**src/rtl/pipelined_select_adder_pkg.sv**
```systemverilog
// Shared types and helpers for the pipelined carry-select adder.
//   op_e : operation select carried on the 'sub' input
//   nblk : number of carry-select blocks for a given width/block size
package adder_pkg;

  typedef enum logic {
    OP_ADD = 1'b0,
    OP_SUB = 1'b1
  } op_e;

  function automatic int unsigned nblk(input int unsigned width,
                                       input int unsigned block);
    return (block == 0) ? 0 : width / block;
  endfunction

endpackage

```
**src/rtl/pipelined_select_adder_if.sv**
```systemverilog
// Operand/result bus of pipelined_select_adder.
//   in_valid/in_ready   : operand beat handshake (A, B, cin, sub)
//   out_valid/out_ready : result beat handshake (S, cout, overflow)
//   master : operand producer / result consumer side
//   slave  : adder side
interface pipelined_select_adder_if #(
  parameter int unsigned WIDTH = 16
);

  logic             in_valid;
  logic             in_ready;
  logic [WIDTH-1:0] A;
  logic [WIDTH-1:0] B;
  logic             cin;
  logic             sub;
  logic             out_valid;
  logic             out_ready;
  logic [WIDTH-1:0] S;
  logic             cout;
  logic             overflow;

  modport master (
    output in_valid, A, B, cin, sub, out_ready,
    input  in_ready, out_valid, S, cout, overflow
  );

  modport slave (
    input  in_valid, A, B, cin, sub, out_ready,
    output in_ready, out_valid, S, cout, overflow
  );

endinterface

```
**src/rtl/pipelined_select_adder_select_block.sv**
```systemverilog
// One carry-select block: precomputes the block sum and carry-out for
// both possible carry-ins so the carry chain only has to pick one.
//   a, b         : block operands
//   sum0, carry0 : result assuming carry-in 0
//   sum1, carry1 : result assuming carry-in 1
module select_block #(
  parameter int unsigned BLOCK = 4
) (
  input  logic [BLOCK-1:0] a,
  input  logic [BLOCK-1:0] b,
  output logic [BLOCK-1:0] sum0,
  output logic [BLOCK-1:0] sum1,
  output logic             carry0,
  output logic             carry1
);

  assign {carry0, sum0} = {1'b0, a} + {1'b0, b};
  assign {carry1, sum1} = {1'b0, a} + {1'b0, b} + {{BLOCK{1'b0}}, 1'b1};

endmodule

```
**src/rtl/pipelined_select_adder.sv**
```systemverilog
// Two-stage pipelined carry-select adder/subtractor with valid/ready
// handshakes on both sides.
//   Clk   : clock, rising edge
//   Reset : asynchronous active-high reset, discards in-flight beats
//   io    : operand/result bus (slave side)
// Stage 1 registers the block-0 sum and both carry hypotheses of every
// upper block; stage 2 resolves the select chain and registers the
// result. One beat per cycle when the consumer keeps out_ready high.
module pipelined_select_adder
  import adder_pkg::*;
#(
  parameter int unsigned WIDTH = 16,
  parameter int unsigned BLOCK = 4
) (
  input logic                    Clk,
  input logic                    Reset,
  pipelined_select_adder_if.slave io
);

  localparam int unsigned NBLK = nblk(WIDTH, BLOCK);
  localparam int unsigned NUP  = NBLK - 1;

  if ((WIDTH % BLOCK) != 0 || NBLK < 2) begin : g_param_check
    $fatal(1, "pipelined_select_adder: WIDTH must be a multiple of BLOCK with at least two blocks");
  end

  // ---------------- operand conditioning ----------------
  op_e              op;
  logic [WIDTH-1:0] b_eff;
  logic             c0;

  assign op    = op_e'(io.sub);
  assign b_eff = (op == OP_SUB) ? ~io.B : io.B;
  assign c0    = (op == OP_SUB) ? 1'b1 : io.cin;

  // ---------------- stage 1 combinational ----------------
  logic [BLOCK-1:0]           blk0_sum;
  logic                       blk0_carry;
  logic [NUP-1:0][BLOCK-1:0]  hyp_sum0;
  logic [NUP-1:0][BLOCK-1:0]  hyp_sum1;
  logic [NUP-1:0]             hyp_carry0;
  logic [NUP-1:0]             hyp_carry1;
  logic                       msb_ci0;
  logic                       msb_ci1;

  assign {blk0_carry, blk0_sum} = {1'b0, io.A[BLOCK-1:0]} + {1'b0, b_eff[BLOCK-1:0]}
                                + {{BLOCK{1'b0}}, c0};

  for (genvar k = 0; k < NUP; k++) begin : g_blk
    select_block #(.BLOCK(BLOCK)) u_blk (
      .a      (io.A[(k+1)*BLOCK +: BLOCK]),
      .b      (b_eff[(k+1)*BLOCK +: BLOCK]),
      .sum0   (hyp_sum0[k]),
      .sum1   (hyp_sum1[k]),
      .carry0 (hyp_carry0[k]),
      .carry1 (hyp_carry1[k])
    );
  end

  // Carry into the MSB recovered as a ^ b ^ sum at that bit, once per
  // hypothesis of the top block; stage 2 picks the matching one.
  assign msb_ci0 = io.A[WIDTH-1] ^ b_eff[WIDTH-1] ^ hyp_sum0[NUP-1][BLOCK-1];
  assign msb_ci1 = io.A[WIDTH-1] ^ b_eff[WIDTH-1] ^ hyp_sum1[NUP-1][BLOCK-1];

  // ---------------- handshake ----------------
  logic s1_valid;
  logic out_valid_q;
  logic s2_free;
  logic s1_adv;
  logic accept;

  assign s2_free     = !out_valid_q || io.out_ready;
  assign s1_adv      = s1_valid && s2_free;
  assign io.in_ready = !s1_valid || s2_free;
  assign accept      = io.in_valid && io.in_ready;

  // ---------------- stage 1 registers ----------------
  logic [BLOCK-1:0]          s1_blk0_sum;
  logic                      s1_blk0_carry;
  logic [NUP-1:0][BLOCK-1:0] s1_sum0;
  logic [NUP-1:0][BLOCK-1:0] s1_sum1;
  logic [NUP-1:0]            s1_carry0;
  logic [NUP-1:0]            s1_carry1;
  logic                      s1_msb_ci0;
  logic                      s1_msb_ci1;

  always_ff @(posedge Clk or posedge Reset) begin
    if (Reset) begin
      s1_valid      <= 1'b0;
      s1_blk0_sum   <= '0;
      s1_blk0_carry <= 1'b0;
      s1_sum0       <= '0;
      s1_sum1       <= '0;
      s1_carry0     <= '0;
      s1_carry1     <= '0;
      s1_msb_ci0    <= 1'b0;
      s1_msb_ci1    <= 1'b0;
    end else if (accept) begin
      s1_valid      <= 1'b1;
      s1_blk0_sum   <= blk0_sum;
      s1_blk0_carry <= blk0_carry;
      s1_sum0       <= hyp_sum0;
      s1_sum1       <= hyp_sum1;
      s1_carry0     <= hyp_carry0;
      s1_carry1     <= hyp_carry1;
      s1_msb_ci0    <= msb_ci0;
      s1_msb_ci1    <= msb_ci1;
    end else if (s1_adv) begin
      s1_valid <= 1'b0;
    end
  end

  // ---------------- stage 2 select chain ----------------
  logic [WIDTH-1:0] res_sum;
  logic             res_cout;
  logic             res_msb_ci;

  always_comb begin
    logic c;
    c          = s1_blk0_carry;
    res_sum    = '0;
    res_msb_ci = 1'b0;
    res_sum[BLOCK-1:0] = s1_blk0_sum;
    for (int unsigned k = 0; k < NUP; k++) begin
      res_sum[(k+1)*BLOCK +: BLOCK] = c ? s1_sum1[k] : s1_sum0[k];
      if (k == NUP - 1) begin
        res_msb_ci = c ? s1_msb_ci1 : s1_msb_ci0;
      end
      c = c ? s1_carry1[k] : s1_carry0[k];
    end
    res_cout = c;
  end

  // ---------------- stage 2 registers ----------------
  logic [WIDTH-1:0] s_q;
  logic             cout_q;
  logic             ovf_q;

  always_ff @(posedge Clk or posedge Reset) begin
    if (Reset) begin
      out_valid_q <= 1'b0;
      s_q         <= '0;
      cout_q      <= 1'b0;
      ovf_q       <= 1'b0;
    end else if (s1_adv) begin
      out_valid_q <= 1'b1;
      s_q         <= res_sum;
      cout_q      <= res_cout;
      ovf_q       <= res_msb_ci ^ res_cout;
    end else if (io.out_ready) begin
      out_valid_q <= 1'b0;
    end
  end

  assign io.out_valid = out_valid_q;
  assign io.S         = s_q;
  assign io.cout      = cout_q;
  assign io.overflow  = ovf_q;

endmodule

```
**src/flat_wrapper.sv**
```systemverilog
// flat-port wrapper written by rule: the top's interface ports become plain ports
module pipelined_select_adder_flat import adder_pkg::*;
#(
  parameter int unsigned WIDTH = 16,
  parameter int unsigned BLOCK = 4
)
  (Clk, Reset, io_in_valid, io_A, io_B, io_cin, io_sub, io_out_ready, io_in_ready, io_out_valid, io_S, io_cout, io_overflow);
  pipelined_select_adder_if #(.WIDTH(WIDTH)) io_i ();
  input logic Clk;
  input logic Reset;
  input wire logic [$bits(io_i.in_valid)-1:0] io_in_valid;
  input wire logic [$bits(io_i.A)-1:0] io_A;
  input wire logic [$bits(io_i.B)-1:0] io_B;
  input wire logic [$bits(io_i.cin)-1:0] io_cin;
  input wire logic [$bits(io_i.sub)-1:0] io_sub;
  input wire logic [$bits(io_i.out_ready)-1:0] io_out_ready;
  output wire logic [$bits(io_i.in_ready)-1:0] io_in_ready;
  output wire logic [$bits(io_i.out_valid)-1:0] io_out_valid;
  output wire logic [$bits(io_i.S)-1:0] io_S;
  output wire logic [$bits(io_i.cout)-1:0] io_cout;
  output wire logic [$bits(io_i.overflow)-1:0] io_overflow;
  assign io_i.in_valid = io_in_valid;
  assign io_i.A = io_A;
  assign io_i.B = io_B;
  assign io_i.cin = io_cin;
  assign io_i.sub = io_sub;
  assign io_i.out_ready = io_out_ready;
  assign io_in_ready = io_i.in_ready;
  assign io_out_valid = io_i.out_valid;
  assign io_S = io_i.S;
  assign io_cout = io_i.cout;
  assign io_overflow = io_i.overflow;
  pipelined_select_adder #(.WIDTH(WIDTH), .BLOCK(BLOCK)) u_core (.Clk(Clk), .Reset(Reset), .io(io_i));
endmodule
```
**config.mk**
```make
export PLATFORM = sky130hd
export DESIGN_NAME = pipelined_select_adder_flat
export DESIGN_NICKNAME = d
export VERILOG_FILES = /design/src/rtl/pipelined_select_adder_pkg.sv /design/src/rtl/pipelined_select_adder_if.sv /design/src/rtl/pipelined_select_adder_select_block.sv /design/src/rtl/pipelined_select_adder.sv /design/src/flat_wrapper.sv
export SDC_FILE = /design/constraint.sdc
export NUM_CORES = 1
export LEC_CHECK = 0
export ABC_AREA = 0
export CORE_ASPECT_RATIO = 0.5
export CORE_UTILIZATION = 30
export CTS_CLUSTER_SIZE = 24
export DETAILED_ROUTE_END_ITERATION = 8
export SETUP_SLACK_MARGIN = 0.3
export SYNTH_ARGS = -nofsm -noshare
export SYNTH_HDL_FRONTEND = slang
export SYNTH_SLANG_ARGS = --single-unit
```
**constraint.sdc**
```tcl
create_clock -name Clk -period 2.05 [get_ports Clk]
set_clock_uncertainty 0.1 [all_clocks]
set_input_delay 0.41 -clock Clk [delete_from_list [all_inputs] [get_ports Clk]]
set_output_delay 0.41 -clock Clk [all_outputs]
set_load 0.02 [all_outputs]
```
==> results.sh <==
export IMPL_top_layer="met4"
export IMPL_core_area_um2=10300
export IMPL_drc=0
export IMPL_fin_nets=496
export IMPL_cp_startpoint="io_sub"
export IMPL_avgRoutedWirePerCell_um=13.1
export IMPL_p_per_area_nw_per_um2=970
export IMPL_tns_ns=-2.91
export IMPL_top_level_ports=58
export IMPL_cap_viol_max_count=0
export IMPL_numPortBuffers=57
export IMPL_syn_num_nets=374
export IMPL_dpl_hpwl_um=5340
export IMPL_dr_wl_met3_um=213
export IMPL_cts_made_buffers=9
export IMPL_relSlewSlack_pct=70.8
export IMPL_crit_type="in2reg"
export IMPL_grt_max_degree=24
export IMPL_clk_path_buf_depth=2
export IMPL_cp_required_ns=2.20
export IMPL_viasPerCell=4.40
export IMPL_rows=26
export IMPL_r2r_end="u_core.io.S[13]"
export IMPL_violations="setup timing"
export IMPL_ys_warn_count=0
export IMPL_status="complete, but fails checks"
export IMPL_crit_path_max_fanout=3
export IMPL_worstRegToRegCells=5
export IMPL_cts_tree="built"
export IMPL_fin_util_pct=52.0
export IMPL_synth_cells=311
export IMPL_cp_end_kind="flip-flop"
export IMPL_cts_hold_buf=0
export IMPL_yosysUniqueCellTypes=39
export IMPL_fin_crit_ns=2.46
export IMPL_r2r_setup_slack_ns=0.34
export IMPL_wl_met1_um=3570
export IMPL_drive_gt1_share_pct=39.7
export IMPL_antenna_found_initial=0
export IMPL_grt_usage_pct=14.0
export IMPL_setup_viol=14
export IMPL_wl_met2_um=3710
export IMPL_tightest_slew_ns=0.437
export IMPL_async_reset_ff_share_pct=100
export IMPL_drt_pass1_iter_count=4
export IMPL_timing_final_crit_share_pct=120
export IMPL_rsz0062_at_grt="yes"
export IMPL_grt_first_pass_wirelength_um=11900
export IMPL_place_congestion=0.788
export IMPL_final_setup_worst_slack_ns=-0.409
export IMPL_initial_core_util_pct=31.3
export IMPL_grt_pass1_vias=2447
export IMPL_max_clock_freq_mhz=407
export IMPL_clock_sinks=57
export IMPL_diodes=0
export IMPL_drt_iter0_drc=80
export IMPL_cp_endpoint="u_core.s1_carry1[2]"
export IMPL_totalWireLength_um=7540
export IMPL_die_x_um=149
export IMPL_die_h_um=75.3
export IMPL_synth_seq_cells=57
export IMPL_cp_arrival_ns=2.60
export IMPL_r2r_start="u_core.s1_blk0_carry"
export IMPL_dr_total_vias=2543
export IMPL_insertion_delay_ns=0.33
export IMPL_die_area_um2=11200
export IMPL_cts_max_level=3
export IMPL_synth_edf_count=0
export IMPL_synth_seq_area_share_pct=44.3
export IMPL_synth_cell_area_um2=3220
export IMPL_clk_pin_slew_ns=0.05
export IMPL_startpoint_type="input port"
export IMPL_hold_viol=0
export IMPL_areaGrowthSynthToFinish_pct=66.4
export IMPL_cts_root_buf="clkbuf_16"
export IMPL_power_leakage_nw=2.50
export IMPL_syn_avg_cell_area_um2=10.4
export IMPL_slew_violations=0
export IMPL_overflow=0
export IMPL_synth_main_ff_cell="dfrtp_1"
export IMPL_hold_path_class="in2async"
export IMPL_ant_nets=0
export IMPL_vdd_drop_max_mv=0.428
-- cell type report --
type	count	area, um2
fillers	939	4950
multi-input cells	228	2200
flip-flops and latches	57	1430
repair buffers	124	1210
clock buffers	9	225
well taps	140	175
clock inverters	7	78.8
inverters	13	52.6
-- critical path, stage by stage --
cell	delay (ns)
buf_6	0.09
buf_8	0.12
xor2_2	0.14
ha_2	0.19
inv_2	0.06
fa_2	0.44
inv_2	0.09
ha_4	0.14
nand2_2	0.04
or4_4	0.42
a2111o_1	0.39
o211ai_2	0.06
-- metal layers --
layer  vias up  track usage, %
met3         4            3.47
met2        32            22.4
met1      1211            18.7
met4         0            5.15
li1       1296               -
met5         -               0
-- stage by stage --
stage	hold WS [ns]	cell area (um2)	setup WS, ns	instances	power (mW)
after global placement	0.350	4480	-1.10	546	3.44
after floorplan	0.338	3390	-0.719	311	2.71
after global routing	0.396	5360	-0.470	578	5.52
after CTS	0.350	4930	-0.498	568	4.99
after detailed placement	0.368	4480	-1.13	546	3.47
final	0.344	5360	-0.409	578	5.20
-- how the worst min path moves through the flow --
| stage | from | cells past startpoint | slack [ns] | endpoint |
|---|---|---|---|---|
| 2_1_floorplan | u_core.s1_sum1[1] | 2 | 0.34 | u_core.s1_sum1[1] |
| 3_3_place_gp | u_core.s1_sum1[1] | 2 | 0.35 | u_core.s1_sum1[1] |
| 3_5_place_dp | u_core.s1_sum1[9] | 2 | 0.37 | u_core.s1_sum1[9] |
| 4_1_cts | Reset | 2 | 0.35 | u_core.io.S[8] |
| 5_1_grt | Reset | 2 | 0.40 | u_core.s1_sum1[4] |
| 6_report | Reset | 2 | 0.34 | u_core.io.S[8] |
-- layout by cell type (no fill, tap or decap), types with 12 or more instances in the layout --
cell and n:
o21ai_1 12, nand2_1 55, dfrtp_1 57, buf_4 38, o21ai_0 18, xor2_1 12, dlygate4sd2_1 24, buf_6 23
mux2i_1 14, clkdlybuf4s50_1 25
-- timing repair --
item,4_1_cts,5_1_grt
endpoints found under the setup margin,55,34
pin swaps,24,42
setup buffers,6,10
resized for setup,63,70
-- power by group --
part,leakage (nW),internal (mW),switching [mW]
combinational,1.66,1.09,0.962
sequential,0.696,1.46,0.191
clock,0.139,0.949,0.549
total,2.50,3.50,1.70
-- synthesized netlist by cell type, types with 6 or more instances --
cell type | instances | share of area (%)
xor2_1 | 23 | 6.2
nand2_1 | 62 | 7.2
o21ai_0 | 35 | 5.4
nor2_1 | 6 | 0.70
ha_1 | 20 | 7.8
inv_1 | 13 | 1.5
mux2i_1 | 14 | 4.3
dfrtp_1 | 57 | 44
xnor2_1 | 6 | 1.6
mux2_2 | 9 | 3.1
a21oi_1 | 6 | 0.93
clkbuf_1 | 10 | 1.2
-- state kept, by name (all words and copies together), names as in the netlist --
name                  flops
u_core.s1_msb_ci0         1
u_core.s1_blk0_sum        4
u_core.s1_sum1           12
u_core.io.out_valid       1
u_core.s1_carry0          3
u_core.s1_msb_ci1         1
u_core.s1_sum0           12
u_core.io.overflow        1
u_core.s1_valid           1
u_core.s1_carry1          3
u_core.io.cout            1
u_core.io.S              16
u_core.s1_blk0_carry      1
-- kinds of logic (layout without fill, tap and decap cells) --
logic type / Yosys count / after routing / synth area share [%]
AOI/OAI and AO/OA: 57 / 57 / 10.6
xor gates and xnor gates: 32 / 32 / 9.98
adders and majority gates: 25 / 25 / 10.9
buffers and inverters: 26 / 153 / 3.18
DFF: 57 / 57 / 44.3
muxes: 25 / 25 / 8.89
and+or+nand+nor: 89 / 89 / 12.3
Power figures use the tool's default switching activity.
